File: config.mk
export PLATFORM = sky130hd
export DESIGN_NAME = ps2_host_tx_flat
export DESIGN_NICKNAME = d
export VERILOG_FILES = /design/src/rtl/ps2_host_tx_if.sv /design/src/rtl/ps2_host_tx.sv /design/src/flat_wrapper.sv
export SDC_FILE = /design/constraint.sdc
export NUM_CORES = 1
export LEC_CHECK = 0
export BUFFER_PORTS_ARGS = -buffer_cell sky130_fd_sc_hd__buf_2
export CORE_ASPECT_RATIO = 2
export CORE_MARGIN = 2
export CORE_UTILIZATION = 35
export CTS_CLUSTER_SIZE = 8
export DETAILED_ROUTE_END_ITERATION = 8
export PLACE_DENSITY_LB_ADDON = 0.1
export RECOVER_POWER = 25
export SETUP_SLACK_MARGIN = 0.4
export SLEW_MARGIN = 25
export SYNTH_ARGS = -nofsm -noshare
export SYNTH_HDL_FRONTEND = slang
export SYNTH_SLANG_ARGS = --single-unit
export TNS_END_PERCENT = 30
File: constraint.sdc
create_clock -name CLOCK_50 -period 3.1 [get_ports CLOCK_50]
set_input_delay 0.31 -clock CLOCK_50 [delete_from_list [all_inputs] [get_ports CLOCK_50]]
set_output_delay 0.31 -clock CLOCK_50 [all_outputs]
set_load 0.05 [all_outputs]
File: src/rtl/ps2_host_tx_if.sv
// Command/status and PS/2 pad signals of the host-to-device PS/2 transmitter.
// master = requester plus pad model, slave = ps2_host_tx.
interface ps2_host_tx_if;
   logic [7:0] tx_data;
   logic       tx_start;
   logic       PS2_CLK_in;
   logic       PS2_DAT_in;
   logic       ps2_clk_drive_low;
   logic       ps2_dat_drive_low;
   logic       busy;
   logic       done;
   logic       ack_ok;
   logic       error;

   modport master (
      output tx_data, tx_start, PS2_CLK_in, PS2_DAT_in,
      input  ps2_clk_drive_low, ps2_dat_drive_low, busy, done, ack_ok, error
   );

   modport slave (
      input  tx_data, tx_start, PS2_CLK_in, PS2_DAT_in,
      output ps2_clk_drive_low, ps2_dat_drive_low, busy, done, ack_ok, error
   );
endinterface

File: src/rtl/ps2_host_tx.sv
// Host-to-device PS/2 command transmitter: inhibit, request-to-send, 11-bit frame, ACK, timeout.
// Optional macro PS2_TX_RETRY_EN: one automatic resend of the latched byte after a NACK or timeout.
module ps2_host_tx #(
   parameter int INHIBIT_CYCLES = 5000,
   parameter int TIMEOUT_CYCLES = 750000,
   parameter int SYNC_STAGES    = 2
) (
   input logic          CLOCK_50,
   input logic          reset,
   ps2_host_tx_if.slave bus
);
   localparam int CNT_MAX = (INHIBIT_CYCLES > TIMEOUT_CYCLES) ? INHIBIT_CYCLES : TIMEOUT_CYCLES;
   localparam int CNT_W   = $clog2(CNT_MAX + 1);

   typedef enum logic [2:0] {
      S_IDLE, S_INHIBIT, S_RTS, S_SEND, S_ACK, S_WAIT_IDLE
   } state_t;

   state_t                 state;
   logic [SYNC_STAGES-1:0] clk_sync, dat_sync;
   logic                   clk_prev;
   logic [CNT_W-1:0]       cnt;
   logic [3:0]             bit_idx;
   logic [7:0]             tx_byte;
   logic                   nack;
   logic                   clk_drive_low, dat_drive_low, busy_r, done_r, ack_ok_r, error_r;
`ifdef PS2_TX_RETRY_EN
   logic                   retried;
`endif

   logic       clk_s, dat_s, fe, fe_live, timed, timeout_hit, fail;
   logic [9:0] frame;

   assign clk_s   = clk_sync[SYNC_STAGES-1];
   assign dat_s   = dat_sync[SYNC_STAGES-1];
   assign fe      = clk_prev & ~clk_s;
   assign fe_live = fe && (state == S_SEND || state == S_ACK);
   assign timed   = state inside {S_RTS, S_SEND, S_ACK, S_WAIT_IDLE};
   // A falling edge in the same cycle as the last count restarts the window instead of aborting.
   assign timeout_hit = timed && !fe_live && (cnt == CNT_W'(TIMEOUT_CYCLES - 1));
   assign fail        = timeout_hit || (state == S_WAIT_IDLE && clk_s && dat_s && nack);
   // Bit 9 is the stop bit, sent by releasing DAT.
   assign frame       = {1'b1, ~^tx_byte, tx_byte};

   assign bus.ps2_clk_drive_low = clk_drive_low;
   assign bus.ps2_dat_drive_low = dat_drive_low;
   assign bus.busy              = busy_r;
   assign bus.done              = done_r;
   assign bus.ack_ok            = ack_ok_r;
   assign bus.error             = error_r;

   // NOTE: synchronizers reset to the idle-high line level so no false falling edge follows reset.
   always_ff @(posedge CLOCK_50 or posedge reset) begin
      if (reset) begin
         clk_sync <= '1;
         dat_sync <= '1;
         clk_prev <= 1'b1;
      end else begin
         clk_sync <= {clk_sync[SYNC_STAGES-2:0], bus.PS2_CLK_in};
         dat_sync <= {dat_sync[SYNC_STAGES-2:0], bus.PS2_DAT_in};
         clk_prev <= clk_s;
      end
   end

   // NOTE: all state updates use non-blocking assignments so every branch sees pre-edge values.
   always_ff @(posedge CLOCK_50 or posedge reset) begin
      if (reset) begin
         state         <= S_IDLE;
         cnt           <= '0;
         bit_idx       <= '0;
         tx_byte       <= '0;
         nack          <= 1'b0;
         clk_drive_low <= 1'b0;
         dat_drive_low <= 1'b0;
         busy_r        <= 1'b0;
         done_r        <= 1'b0;
         ack_ok_r      <= 1'b0;
         error_r       <= 1'b0;
`ifdef PS2_TX_RETRY_EN
         retried       <= 1'b0;
`endif
      end else begin
         done_r <= 1'b0;
         if (fail) begin
`ifdef PS2_TX_RETRY_EN
            if (!retried) begin
               retried       <= 1'b1;
               state         <= S_INHIBIT;
               cnt           <= '0;
               nack          <= 1'b0;
               clk_drive_low <= 1'b1;
               dat_drive_low <= 1'b0;
            end else
`endif
            begin
               state         <= S_IDLE;
               clk_drive_low <= 1'b0;
               dat_drive_low <= 1'b0;
               busy_r        <= 1'b0;
               done_r        <= 1'b1;
               ack_ok_r      <= 1'b0;
               error_r       <= 1'b1;
            end
         end else begin
            case (state)
               S_IDLE: begin
                  if (bus.tx_start) begin
                     tx_byte       <= bus.tx_data;
                     busy_r        <= 1'b1;
                     ack_ok_r      <= 1'b0;
                     error_r       <= 1'b0;
                     cnt           <= '0;
                     nack          <= 1'b0;
                     clk_drive_low <= 1'b1;
                     state         <= S_INHIBIT;
`ifdef PS2_TX_RETRY_EN
                     retried       <= 1'b0;
`endif
                  end
               end
               S_INHIBIT: begin
                  if (cnt == CNT_W'(INHIBIT_CYCLES - 1)) begin
                     clk_drive_low <= 1'b0;
                     dat_drive_low <= 1'b1;
                     cnt           <= '0;
                     state         <= S_RTS;
                  end else begin
                     cnt <= cnt + 1'b1;
                  end
               end
               S_RTS: begin
                  if (clk_s) begin
                     bit_idx <= '0;
                     cnt     <= '0;
                     state   <= S_SEND;
                  end else begin
                     cnt <= cnt + 1'b1;
                  end
               end
               S_SEND: begin
                  if (fe) begin
                     dat_drive_low <= ~frame[bit_idx];
                     bit_idx       <= bit_idx + 1'b1;
                     cnt           <= '0;
                     if (bit_idx == 4'd9) state <= S_ACK;
                  end else begin
                     cnt <= cnt + 1'b1;
                  end
               end
               S_ACK: begin
                  if (fe) begin
                     nack  <= dat_s;
                     cnt   <= '0;
                     state <= S_WAIT_IDLE;
                  end else begin
                     cnt <= cnt + 1'b1;
                  end
               end
               S_WAIT_IDLE: begin
                  // A NACK leaves through the fail path once the lines go idle.
                  if (clk_s && dat_s) begin
                     state    <= S_IDLE;
                     busy_r   <= 1'b0;
                     done_r   <= 1'b1;
                     ack_ok_r <= 1'b1;
                     error_r  <= 1'b0;
                  end else begin
                     cnt <= cnt + 1'b1;
                  end
               end
               default: state <= S_IDLE;
            endcase
         end
      end
   end
endmodule

File: src/flat_wrapper.sv
// flat-port wrapper written by rule: the top's interface ports become plain ports
module ps2_host_tx_flat 
#(
   parameter int INHIBIT_CYCLES = 5000,
   parameter int TIMEOUT_CYCLES = 750000,
   parameter int SYNC_STAGES    = 2
)
  (CLOCK_50, reset, bus_tx_data, bus_tx_start, bus_PS2_CLK_in, bus_PS2_DAT_in, bus_ps2_clk_drive_low, bus_ps2_dat_drive_low, bus_busy, bus_done, bus_ack_ok, bus_error);
  ps2_host_tx_if bus_i ();
  input logic CLOCK_50;
  input logic reset;
  input wire logic [$bits(bus_i.tx_data)-1:0] bus_tx_data;
  input wire logic [$bits(bus_i.tx_start)-1:0] bus_tx_start;
  input wire logic [$bits(bus_i.PS2_CLK_in)-1:0] bus_PS2_CLK_in;
  input wire logic [$bits(bus_i.PS2_DAT_in)-1:0] bus_PS2_DAT_in;
  output wire logic [$bits(bus_i.ps2_clk_drive_low)-1:0] bus_ps2_clk_drive_low;
  output wire logic [$bits(bus_i.ps2_dat_drive_low)-1:0] bus_ps2_dat_drive_low;
  output wire logic [$bits(bus_i.busy)-1:0] bus_busy;
  output wire logic [$bits(bus_i.done)-1:0] bus_done;
  output wire logic [$bits(bus_i.ack_ok)-1:0] bus_ack_ok;
  output wire logic [$bits(bus_i.error)-1:0] bus_error;
  assign bus_i.tx_data = bus_tx_data;
  assign bus_i.tx_start = bus_tx_start;
  assign bus_i.PS2_CLK_in = bus_PS2_CLK_in;
  assign bus_i.PS2_DAT_in = bus_PS2_DAT_in;
  assign bus_ps2_clk_drive_low = bus_i.ps2_clk_drive_low;
  assign bus_ps2_dat_drive_low = bus_i.ps2_dat_drive_low;
  assign bus_busy = bus_i.busy;
  assign bus_done = bus_i.done;
  assign bus_ack_ok = bus_i.ack_ok;
  assign bus_error = bus_i.error;
  ps2_host_tx #(.INHIBIT_CYCLES(INHIBIT_CYCLES), .TIMEOUT_CYCLES(TIMEOUT_CYCLES), .SYNC_STAGES(SYNC_STAGES)) u_core (.CLOCK_50(CLOCK_50), .reset(reset), .bus(bus_i));
endmodule
# After elaboration in Yosys (flattened, before gate mapping)
# Cells that the tools add are included.
[classes]
n_addsub = 2
n_lt_le_gt_ge = 1
n_eq_ne = 20
mux = 42
bitwise_logic = 4
n_reduce_logical = 28
[op_table]
columns = ["operator", "count"]
rows = [
  ["2-to-1 mux 20 bit", 5],
  ["case mux 20 bit (5 select lines)", 1],
  ["2-to-1 mux 3 bit", 8],
  ["adder 20 x 1 -> 20 bit (second input constant)", 1],
  ["equality test 20 x 13 -> 1 bit (second input constant)", 1],
  ["equality test 20 bit (second input constant)", 1],
  ["case mux 3 bit (6 select lines)", 1],
  ["2-to-1 mux 1 bit", 17],
  ["inequality test 3 x 1 -> 1 bit (second input constant)", 4],
  ["case mux 1 bit (2 select lines)", 6],
  ["AND reduction 3 bit", 4],
  ["AND reduction 4 bit", 3],
  ["inequality test 3 x 2 -> 1 bit (second input constant)", 3],
  ["nonzero test 3 bit", 3],
  ["2-to-1 mux 4 bit", 2],
  ["case mux 4 bit (2 select lines)", 1],
  ["XNOR reduction 8 bit", 1],
  ["logical AND 1 bit", 7],
  ["AND reduction 7 bit", 1],
  ["equality test 3 x 2 -> 1 bit (second input constant)", 2],
  ["equality test 3 bit (second input constant)", 2],
  ["inequality test 2 x 1 -> 1 bit (second input constant)", 3],
  ["less-than comparator 4 x 5 -> 1 bit (second input constant)", 1],
  ["nonzero test 5 bit", 1],
  ["13 further kinds", 18],
]
[totals]
register_bits = 47
in_bits = 13
wordCells = 111

# Depth between registers and ports, before layout
# Gate-level depths: netlist (run 1).
[depth]
ltp_word = 9
ltp_mapped = 10
mapped_depth_nobuf = 8

# Worst setup path before layout (run 1)
# Ideal clock, no wire load.
[synth_path]
path_type = "flip-flop to flip-flop"
start = "register u_core.state[2]"
end = "register u_core.tx_byte[0]"
setup_time_ns = 0.125
t_arrival_ns = 2.248
required_time_ns = 2.975
slack_ns = 0.727
path_stages_with_launch = 10
n_path_buf = 2
cell_sequence = "dfrtp_1 clkbuf_1 inv_1 ha_1 nand3_1 nor4_1 nand3_1 and2_1 clkbuf_1 mux2_2"
[synth_via]
elab_chain_len = 9
[synth_lines]
columns = ["element", "line", "text"]
rows = [
  ["start: declaration", "ps2_host_tx.sv:19", "state_t state;"],
  ["start signal: assignment", "ps2_host_tx.sv:68", "state <= S_IDLE;"],
  ["start signal: assignment", "ps2_host_tx.sv:96", "state <= S_IDLE;"],
  ["start signal: assignment", "ps2_host_tx.sv:115", "state <= S_INHIBIT;"],
  ["equality test 3 x 2 -> 1 bit or equality test 3 bit (tied branches)", "ps2_host_tx.sv:37, ps2_host_tx.sv:38", ""],
  ["logical OR 1 bit", "ps2_host_tx.sv:37", "assign fe_live = fe && (state == S_SEND || state == S_ACK);"],
  ["logical AND 1 bit", "ps2_host_tx.sv:37", ""],
  ["zero test 1 bit", "ps2_host_tx.sv:40", "assign timeout_hit = timed && !fe_live && (cnt == CNT_W'(TIMEOUT_CYCLES - 1));"],
  ["logical AND 1 bit (2 in series)", "ps2_host_tx.sv:40", ""],
  ["logical OR 1 bit", "ps2_host_tx.sv:41", "assign fail = timeout_hit || (state == S_WAIT_IDLE && clk_s && dat_s && nack);"],
  ["inverter 1 bit (no source line)", "--", ""],
  ["AND reduction 3 bit (no source line) *", "--", ""],
  ["end signal: assignment", "ps2_host_tx.sv:108", "tx_byte <= bus.tx_data;"],
  ["end: declaration", "ps2_host_tx.sv:24", "logic [7:0] tx_byte;"],
]
# Mark *: on every way between the ends. The rest lies on a longest branch, timed or not.
# A chain may end at the register's enable or synchronous reset.

# Final worst setup path (run 1)
[layout_path]
start = "register u_core.cnt[13]"
end = "register u_core.cnt[10]"
[layout_via]
elab_chain_len = 5
[layout_lines]
columns = ["element", "line", "text"]
rows = [
  ["start: declaration", "ps2_host_tx.sv:22", "logic [CNT_W-1:0] cnt;"],
  ["start signal: assignment", "ps2_host_tx.sv:128", "cnt <= cnt + 1'b1;"],
  ["start signal: assignment", "ps2_host_tx.sv:137", "cnt <= cnt + 1'b1;"],
  ["start signal: assignment", "ps2_host_tx.sv:147", "cnt <= cnt + 1'b1;"],
  ["equality test 20 bit", "ps2_host_tx.sv:40", ""],
  ["logical AND 1 bit", "ps2_host_tx.sv:40", ""],
  ["logical OR 1 bit", "ps2_host_tx.sv:41", ""],
  ["inverter 1 bit (no source line)", "--", ""],
  ["AND reduction 4 bit (no source line)", "--", ""],
]
# Parallel ways exist; a longest one is shown, timed or not.

==> results of run 1 <==
-- cells by family (layout without fill, tap and decap cells) --
group           count (synthesis)  count (layout)  synth area share (%)
compound gates                 62              62                  15.8
xor+xnor                       11              11                  3.64
fa+ha+maj                       6               6                  2.83
buf+inv                        16              37                  2.55
flops                          47              47                  44.6
mux                            14              14                  6.61
simple gates                  117             117                  23.9
-- cell usage after synthesis, drive strengths merged (2+ instances only) --
master	count	area share [%]
o31ai	3	0.85
xor2	2	0.66
nor2b	6	1.4
and2	5	1.2
inv	8	1.1
a31oi	3	0.71
nand2	27	3.8
and3b	2	0.66
ha	6	2.8
nor4b	3	1.2
nor4	5	1.2
and4	2	0.66
or3	3	0.71
nand2b	2	0.47
nor2	21	3.0
and3	5	1.2
nand4	5	1.4
xnor2	9	3.0
o211ai	3	0.85
a22o	5	1.7
mux2i	4	1.5
nor3	9	1.7
dfrtp	42	40
or4	4	1.1
clkbuf	7	0.99
nand3	11	2.1
a2bb2oi	4	1.3
o21ai	20	3.8
a21oi	10	2.0
dfstp	5	5.0
mux4	2	1.7
nand3b	3	0.85
mux2	8	3.4
a21o	4	1.1
-- layer usage --
layer / share of wire (%) / track usage, % / vias up
met5: 0 / 0 / -
met4: 4.3 / 9.80 / 0
met3: 2.0 / 2.20 / 18
met2: 58 / 34.5 / 35
met1: 36 / 17.6 / 1040
li1: - / - / 1048
-- state kept, by name, summed over array words and instances, names as in the netlist, 2 cells and up --
register	count
u_core.state	3
u_core.dat_sync	2
u_core.tx_byte	8
u_core.cnt	20
u_core.clk_sync	2
u_core.bit_idx	4
-- how the worst max path moves through the flow --
stage                                     start                             to  slack, ps
finish               u_core.cnt[13]$_DFFE_PP0P_     u_core.cnt[10]$_DFFE_PP0P_        560
global route         u_core.cnt[13]$_DFFE_PP0P_     u_core.cnt[10]$_DFFE_PP0P_        420
CTS                 u_core.state[2]$_DFFE_PP0P_     u_core.cnt[11]$_DFFE_PP0P_        500
detailed placement  u_core.state[2]$_DFFE_PP0P_     u_core.cnt[11]$_DFFE_PP0P_        510
global placement     u_core.cnt[11]$_DFFE_PP0P_     u_core.cnt[10]$_DFFE_PP0P_        600
floorplan           u_core.state[2]$_DFFE_PP0P_  u_core.tx_byte[0]$_DFFE_PP0P_        730
-- placed cells by master, fill, tap and decap left out, types with 3 or more instances in the layout --
cell       count
a21o_1         4
a21oi_1        9
a22o_1         5
a2bb2oi_1      4
a31oi_1        3
and2_1         5
and3_1         5
buf_2         18
buf_4          3
clkbuf_16      5
dfrtp_1       40
dfstp_2        4
ha_1           6
inv_1          7
mux2_2         8
mux2i_1        4
nand2_1       27
nand3_1       11
nand3b_1       3
nand4_1        4
nor2_1        21
nor2b_1        6
nor3_1         9
nor4_1         4
o211ai_1       3
o21ai_0       18
o31ai_1        3
or3_1          3
or4_1          4
xnor2_1        9
-- worst max-delay path: stages (launching register included) --
cell	delay [ps]
dfrtp_1	440
or4_1	550
nor4b_2	290
nand4_2	220
a21oi_2	370
buf_4	230
nor2_1	60
a221o_1	260
-- power groups by stage --
| stage | clock (W) | sequential (W) | combinational [W] |
|---|---|---|---|
| 2_1_floorplan | 0 | 0.000846 | 0.000345 |
| 3_3_place_gp | 0 | 0.000869 | 0.000465 |
| 3_5_place_dp | 0 | 0.000868 | 0.000466 |
| 4_1_cts | 0.000719 | 0.000857 | 0.000467 |
| 5_1_grt | 0.000737 | 0.000876 | 0.000501 |
| 6_report | 0.000700 | 0.000855 | 0.000459 |
-- cell type report --
type                       instances  area (µm²)
fill                             722        4280
multi-input combinational        210        1410
sequential                        47        1180
clock buffer                       5         125
tap                               92         115
timing repair buffer              21         113
clock inverter                     3        67.6
inverter                           8        31.3
-- metrics by stage --
step	power, W	instances
after floorplan	0.00119	273
after global placement	0.00133	378
after detailed placement	0.00133	378
after CTS	0.00204	386
after global routing	0.00211	386
final	0.00201	386
==> out/qor.yml, run 1 <==
swShare_pct: 29.5
grt_pass1_vias: 2232
portBuffers: 18
place_congestion: 0.817
grt_pass1_wl_um: 11200
netlist_area_um2: 2650
cts-resized-gates: 0
htree_levels: 2
synthCells: 273
synth_edf_count: 0
critical_path_class: "flip-flop to flip-flop"
violations: "capacitance limit, slew limit"
vias_per_cell: 5.55
timing.hold.ws_ps: 119
r2r_setup_slack_ps: 560
grt_usage_pct: 17.9
antenna_left: 0
chipHeight_um: 127
cts_tree: "built"
drc: 0
worstReg2RegStart: "u_core.cnt[13]$_DFFE_PP0P_"
cts_setup_buffers: 0
grt_max_degree: 48
finClkSkew_ps: 5.16
yosysSeqAreaShare_pct: 44.6
hold_class: "input port to flip-flop"
drt-wirelength-per-cell_um: 17.8
drt-initial-drc-count: 89
end_kind: "flip-flop"
arrival_ps: 2710
setup_viol: 0
core_area_um2: 7320
async_reset_ff_share_pct: 100
hold_end: "u_core.dat_sync[0]$_DFF_PP1_"
cts_hold_buf: 0
whs_path_depth: 1
switchingPower_w: 0.000594
ff2ff_path_depth: 7
fin_area_um2: 3040
final_core_util_pct: 41.5
period_needed_ps: 2540
clock.fmax_mhz: 394
required_ps: 3270
vias: 2141
yosys_register_bits: 47
r2r_end: "u_core.cnt[10]$_DFFE_PP0P_"
syn_area_per_cell_um2: 9.70
setup_ws_ps: 561
seqPwrFrac_pct: 42.4
period_share_pct: 81.9
overflow: 0
cp-start-kind: "flip-flop"
antenna_found_initial: 0
numCtsBuffers: 5
synth_fp_nets: 292
cts_buffer_depth: 2
status: "finished with violations"
drive_gt1_share_pct: 17.7
nets: 312
clk_pin_slew_ps: 70
dp_hpwl_um: 5310
critPathMaxFanout: 7
die_x_um: 65.5
max_slew_margin_pct: -39.4
ir_worst_vdd_mv: 0.311
p_leak_nw: 1.30
dieArea_um2: 8320
pwr-share-clk_pct: 34.8
start_util_pct: 36.2
rows: 44
cts_sinks: 47
post_dp_cell_area_um2: 2840
wl_um: 6880
clkLatencyLatePin_ps: 290
synth_ff_type: "dfrtp_1"
worstMarginPinSlew_ps: 2080
holdCritStartpoint: "bus_PS2_DAT_in"
area_delta_synth_final_pct: 14.8
fin_tns_setup_ps: 0
p_int_w: 0.00142
combPwrFrac_pct: 22.8
hold_viol: 0
ys_warn_count: 0
ios: 19
maxSlewViolCount: 48
yosysUniqueCellTypes: 53
cts_root_buffer: "clkbuf_16"
cap_violations: 1
antenna_cells: 0
rsz0062_at_grt: "false"
powerDensity_nw_per_um2: 662
drtPass1Iterations: 4
dp_slack_ps: 511
No activity file was read; power rests on OpenSTA's default activity.
==> run 2: changes to the inputs <==
- ABC_AREA: default -> 1
- clock period: 3.1 -> 2.2 ns (I/O delays scaled with it)
==> run 2 against run 1 <==
The run now ends clean; cell count up 73%; area after synthesis increased by 21%; non-clock buffer count up 58; sequential share of layout area down 12 points; register-to-register slack got worse by 190 ps; clock power grew 9.1%; worst hold slack got worse by 96 ps; die area increased by 20%.
==> out/qor.yml, run 2 <==
yosys-top-cells-count: "151 x nand2_1, 68 x inv_1, 60 x nor2_1"
worstSetupStartpoint: "u_core.cnt[1]$_DFFE_PP0P_"
grt_usage_pct: 21.7
whs_path_depth: 1
rows: 49
antenna_cells: 0
ios: 19
synthCells: 484
largest_register: "u_core.cnt"
cp-start-kind: "flip-flop"
synth_edf_count: 0
cts_root_buffer: "clkbuf_16"
swShare_pct: 44.1
synth.top_cell.area_share_pct: 32.7
required_ps: 2390
dp_hpwl_um: 7860
largest_reg_flops: 20
r2r_end: "u_core.cnt[18]$_DFFE_PP0P_"
ff2ff_path_depth: 12
combPwrFrac_pct: 54.2
yosys_register_bits: 47
p_int_w: 0.00245
drtPass1Iterations: 4
status: "completed"
dieArea_um2: 10000
antenna_left: 0
critical_path_class: "flip-flop to flip-flop"
holdCritStartpoint: "bus_PS2_DAT_in"
ys_warn_count: 0
grt_max_degree: 25
vias_per_cell: 5.09
yosys.area.top_type: "dfrtp_1"
cts_sinks: 47
htree_levels: 2
dp.cells: 631
numCtsBuffers: 5
clkLatencyLatePin_ps: 290
drt-initial-drc-count: 199
core_area_um2: 8950
cap_violations: 0
place_congestion: 0.940
end_kind: "flip-flop"
worstReg2RegStart: "u_core.cnt[1]$_DFFE_PP0P_"
max_slew_margin_pct: 32.5
hold_end: "u_core.dat_sync[0]$_DFF_PP1_"
syn_area_per_cell_um2: 6.64
arrival_ps: 2020
path_cells: "ha_2, nand2_2, inv_2, buf_6, buf_4, nand4_1, nor3_1, nand3_1, nand2_1, nand2_1, nand2_1, inv_1"
slowest_delay_ps: 360
top_regs: "u_core.cnt (20), u_core.tx_byte (8), u_core.bit_idx (4)"
hold_viol: 0
wl_um: 10300
start_util_pct: 35.9
vias: 3387
synth.most_common_cell: "nand2_1"
synth_area_leaders: "dfrtp_1 33%, nand2_1 18%, inv_1 7.9%"
post_dp_cell_area_um2: 3670
final_cell_mix: "132 x nand2_1, 61 x inv_1, 50 x nor2_1, 48 x buf_4, 41 x dfrtp_1"
switchingPower_w: 0.00194
seqPwrFrac_pct: 28.3
drc: 0
powerDensity_nw_per_um2: 1000
antenna_found_initial: 0
ir_worst_vdd_mv: 0.597
async_reset_ff_share_pct: 100
rsz0062_at_grt: "true"
finClkSkew_ps: 6.66
crit_path_frequent_cell: "nand2_1"
fin_area_um2: 4370
yosysSeqAreaShare_pct: 36.8
nets: 582
stdcell_count: 666
portBuffers: 18
cts_buffer_depth: 2
maxSlewViolCount: 0
cts_tree: "built"
fillCellCount: 938
netlist_area_um2: 3210
period_share_pct: 83.1
final_common_cell: "nand2_1"
clock.fmax_mhz: 547
p_leak_nw: 2.23
setup_viol: 0
grt_pass1_wl_um: 16500
area_delta_synth_final_pct: 36.0
hold_class: "input port to flip-flop"
drt-wirelength-per-cell_um: 15.5
timing.hold.ws_ps: 22.8
overflow: 0
clk_pin_slew_ps: 70
fin_tns_setup_ps: 0
worstMarginPinSlew_ps: 1010
drive_gt1_share_pct: 27.8
period_needed_ps: 1830
yosysUniqueCellTypes: 30
synth_ff_type: "dfrtp_1"
pwr-share-clk_pct: 17.4
grt_pass1_vias: 3489
final_core_util_pct: 48.8
chipHeight_um: 140
die_x_um: 71.8
critPathSlowestCell: "dfrtp_1"
synth_fp_nets: 503
critPathMaxFanout: 3
r2r_setup_slack_ps: 370
-- run 2: how the worst max path moves through the flow --
stage | endpoint | slack (ps) | cells after the start
2_1_floorplan | u_core.tx_byte[7]$_DFFE_PP0P_ | 420 | 14
3_3_place_gp | u_core.cnt[13]$_DFFE_PP0P_ | 60 | 11
3_5_place_dp | u_core.cnt[14]$_DFFE_PP0P_ | -20 | 10
4_1_cts | u_core.bit_idx[1]$_DFFE_PP0P_ | 350 | 15
5_1_grt | u_core.tx_byte[5]$_DFFE_PP0P_ | 290 | 11
6_report | u_core.cnt[18]$_DFFE_PP0P_ | 370 | 12
-- run 2: stage by stage --
| stage | setup WS (ps) | power [W] |
|---|---|---|
| after global placement | 55.9 | 0.00315 |
| after detailed placement | -21.2 | 0.00318 |
| final | 371 | 0.00439 |
| after CTS | 354 | 0.00423 |
| after floorplan | 416 | 0.00251 |
| after global routing | 291 | 0.00472 |
-- run 2: worst max-delay path: cells and delay by family, from the launching register on --
family,cells,cell delay (ps)
DFF,1,360
buffers and inverters,4,300
adders and majority gates,1,200
and+or+nand+nor,7,860
-- run 2: logic make-up (layout without fill, tap and decap cells) --
kind of cell | count (synthesis) | after routing | synth area share, %
buffers and inverters | 79 | 158 | 9.69
AO/OA/AOI/OAI | 43 | 43 | 7.01
adder cells (fa/ha/maj) | 6 | 6 | 2.34
flip-flops | 47 | 47 | 36.8
AND/OR/NAND/NOR | 292 | 293 | 39.5
XOR/XNOR | 17 | 17 | 4.63
-- run 2: per-layer routing --
layer / global-route usage, % / part of all wire (%)
met5: 0 / 0
met2: 43.8 / 61
met4: 14.9 / 6.4
met3: 2.75 / 1.7
met1: 17.8 / 31
-- run 2: area by class of cell --
type	count	area, µm²	area share (%)
timing repair buffer	79	626	14.3
clock buffer	8	136	3.12
tap	102	128	2.92
sequential	47	1180	27.1
multi-input combinational	359	2020	46.1
inverter	71	282	6.44
-- run 2: what timing repair did --
item | CTS | global route
resized for setup | 37 | 57
endpoints found under the setup margin | 40 | 41
pin swaps | 18 | 18
cloned | 1 | 0
endpoints found under the hold margin | 13 | 0
setup buffers | 13 | 12
hold buffers | 1 | 0
-- run 2: power by group through the flow --
| stage | clock network [W] | registers, W | logic [W] |
|---|---|---|---|
| after floorplan | 0 | 0.00126 | 0.00125 |
| after global placement | 0 | 0.00125 | 0.00190 |
| after CTS | 0.000791 | 0.00124 | 0.00220 |
| after detailed placement | 0 | 0.00126 | 0.00192 |
| after global routing | 0.000823 | 0.00127 | 0.00263 |
| final | 0.000764 | 0.00124 | 0.00238 |
==> run 3: changes to the inputs <==
- clock period: 2.2 -> 1.66 ns (I/O delays scaled with it)
==> run 3 against run 2 <==
The run now ends with setup timing left; worst setup slack lost 460 ps; cell count up 4.1%; non-clock buffer count up 26; critical path type unchanged; critical endpoint is now u_core.bit_idx[2]$_DFFE_PP0P_; via count rose by 2.8%.
==> out/qor.yml, run 3 (synthesis results as in run 2) <==
status: "finished with violations"
violations: "setup timing"
drt-wirelength-per-cell_um: 15.4
rows: 49
required_ps: 1840
fin_area_um2: 4500
holdCritStartpoint: "bus_tx_data[5]"
die_x_um: 71.8
worstReg2RegStart: "u_core.state[1]$_DFFE_PP0P_"
max_slew_margin_pct: 32.4
finClkSkew_ps: 11.8
top_usage_layer: "met2"
timing.hold.ws_ps: 94.6
core_area_um2: 8950
maxSlewViolCount: 0
ff2ff_path_depth: 12
powerDensity_nw_per_um2: 1290
period_needed_ps: 1750
period_share_pct: 105
wl_um: 10700
overflow: 0
grt_pass1_wl_um: 17200
antenna_left: 0
final_cell_mix: "131 x nand2_1, 74 x buf_4, 63 x inv_1, 53 x nor2_1, 41 x nand3_1"
cts_root_buffer: "clkbuf_16"
cts_buffer_depth: 2
dieArea_um2: 10000
antenna_cells: 0
grt_use_met3_pct: 3.33
largest_register: "u_core.cnt"
drc: 0
grt_pass1_vias: 3568
r2r_setup_slack_ps: -90
arrival_ps: 1930
numCtsBuffers: 5
top_regs: "u_core.cnt (20), u_core.tx_byte (8), u_core.bit_idx (4)"
use_met1_pct: 20.3
final_common_cell: "nand2_1"
dp_hpwl_um: 8210
chipHeight_um: 140
cp-start-kind: "flip-flop"
p_leak_nw: 2.29
antenna_found_initial: 0
setup_ws_ps: -90.5
htree_levels: 2
drt-initial-drc-count: 159
critPathMaxFanout: 6
clock.fmax_mhz: 571
critical_path_class: "flip-flop to flip-flop"
ios: 19
cts_sinks: 47
drive_gt1_share_pct: 31.0
endpoint: "u_core.bit_idx[2]$_DFFE_PP0P_"
cap_violations: 0
vias_per_cell: 5.03
fillCellCount: 929
cts_tree: "built"
clk_pin_slew_ps: 70
hold_viol: 0
worstMarginPinSlew_ps: 1010
rsz0062_at_grt: "true"
vias: 3483
ir_worst_vdd_mv: 0.863
largest_reg_flops: 20
clkLatencyLatePin_ps: 300
start_util_pct: 35.9
grt_max_degree: 32
fin_tns_setup_ps: -1260
grt_use_met2_pct: 43.2
post_dp_cell_area_um2: 4020
setup_viol: 32
drtPass1Iterations: 4
place_congestion: 0.889
portBuffers: 18
worstSetupStartpoint: "u_core.state[1]$_DFFE_PP0P_"
area_delta_synth_final_pct: 39.9
grt_usage_pct: 22.5
r2r_end: "u_core.bit_idx[2]$_DFFE_PP0P_"
nets: 609
end_kind: "flip-flop"
hold_class: "input port to flip-flop"
-- run 3: changes by cell type in the layout (fill, tap and decap cells not counted), sizes merged --
cell	before	now
clkbuf	8	7
clkinvlp	0	1
dlygate4sd3	1	3
buf	78	101
inv	70	72
-- run 3: area by class of cell --
class | count | area, µm² | share of cell area, %
Inverter | 71 | 282 | 6.26
Sequential cell | 47 | 1190 | 26.4
Timing Repair inverter | 1 | 8.76 | 0.195
Timing Repair Buffer | 105 | 792 | 17.6
Multi-Input combinational cell | 359 | 1960 | 43.5
Tap cell | 102 | 128 | 2.84
Clock buffer | 6 | 129 | 2.87
Clock inverter | 2 | 12.5 | 0.278
-- run 3: where the power goes --
group	switching, W	internal [W]
Combinational	0.00180	0.00134
Sequential	0.000300	0.00137
Clock	0.000456	0.000557
-- run 3: how the worst min path moves through the flow --
stage                     slack [ps]                       endpoint  cells after the start
after floorplan                  170   u_core.clk_sync[0]$_DFF_PP1_                      0
after global placement           200      u_core.bus.done$_DFF_PP0_                      3
after detailed placement         210      u_core.bus.done$_DFF_PP0_                      3
after CTS                         90  u_core.tx_byte[2]$_DFFE_PP0P_                      3
after global routing             100  u_core.tx_byte[2]$_DFFE_PP0P_                      3
final                             90  u_core.tx_byte[5]$_DFFE_PP0P_                      3
-- run 3: routing by layer --
layer | up-vias | share of wire, %
li1 | 1737 | -
met1 | 1617 | 32
met2 | 87 | 58
met3 | 42 | 3.1
met4 | 0 | 7.3
met5 | - | 0
-- run 3: what timing repair did --
item                                    4_1_cts  5_1_grt
hold buffers                                  3        0
resized for setup                            55       23
buffers inserted                              6        0
pin swaps                                    15        5
endpoints found under the setup margin       42       42
hold endpoints to repair                     44        0
cloned                                        3        0
-- run 3: worst max-delay path, stage by stage (launching register included) --
cell and delay, ps:
dfrtp_2 450, inv_4 70, ha_4 280, nand3_4 70, inv_2 60, nand2_2 40, a21oi_2 110, nand2_2 90
nand2_4 140, inv_6 70, buf_4 130, nand4_1 60, o21ai_1 70
-- run 3: metrics by stage --
stage / utilization [%] / setup slack [ps] / power, W / instances
CTS: 49.5 / -83.2 / 0.00580 / 693
global placement: 44.9 / -172 / 0.00445 / 673
detailed placement: 44.9 / -197 / 0.00448 / 673
floorplan: - / -45.8 / 0.00337 / 484
finish: 50.2 / -90.5 / 0.00582 / 693
global route: 50.2 / -183 / 0.00627 / 693
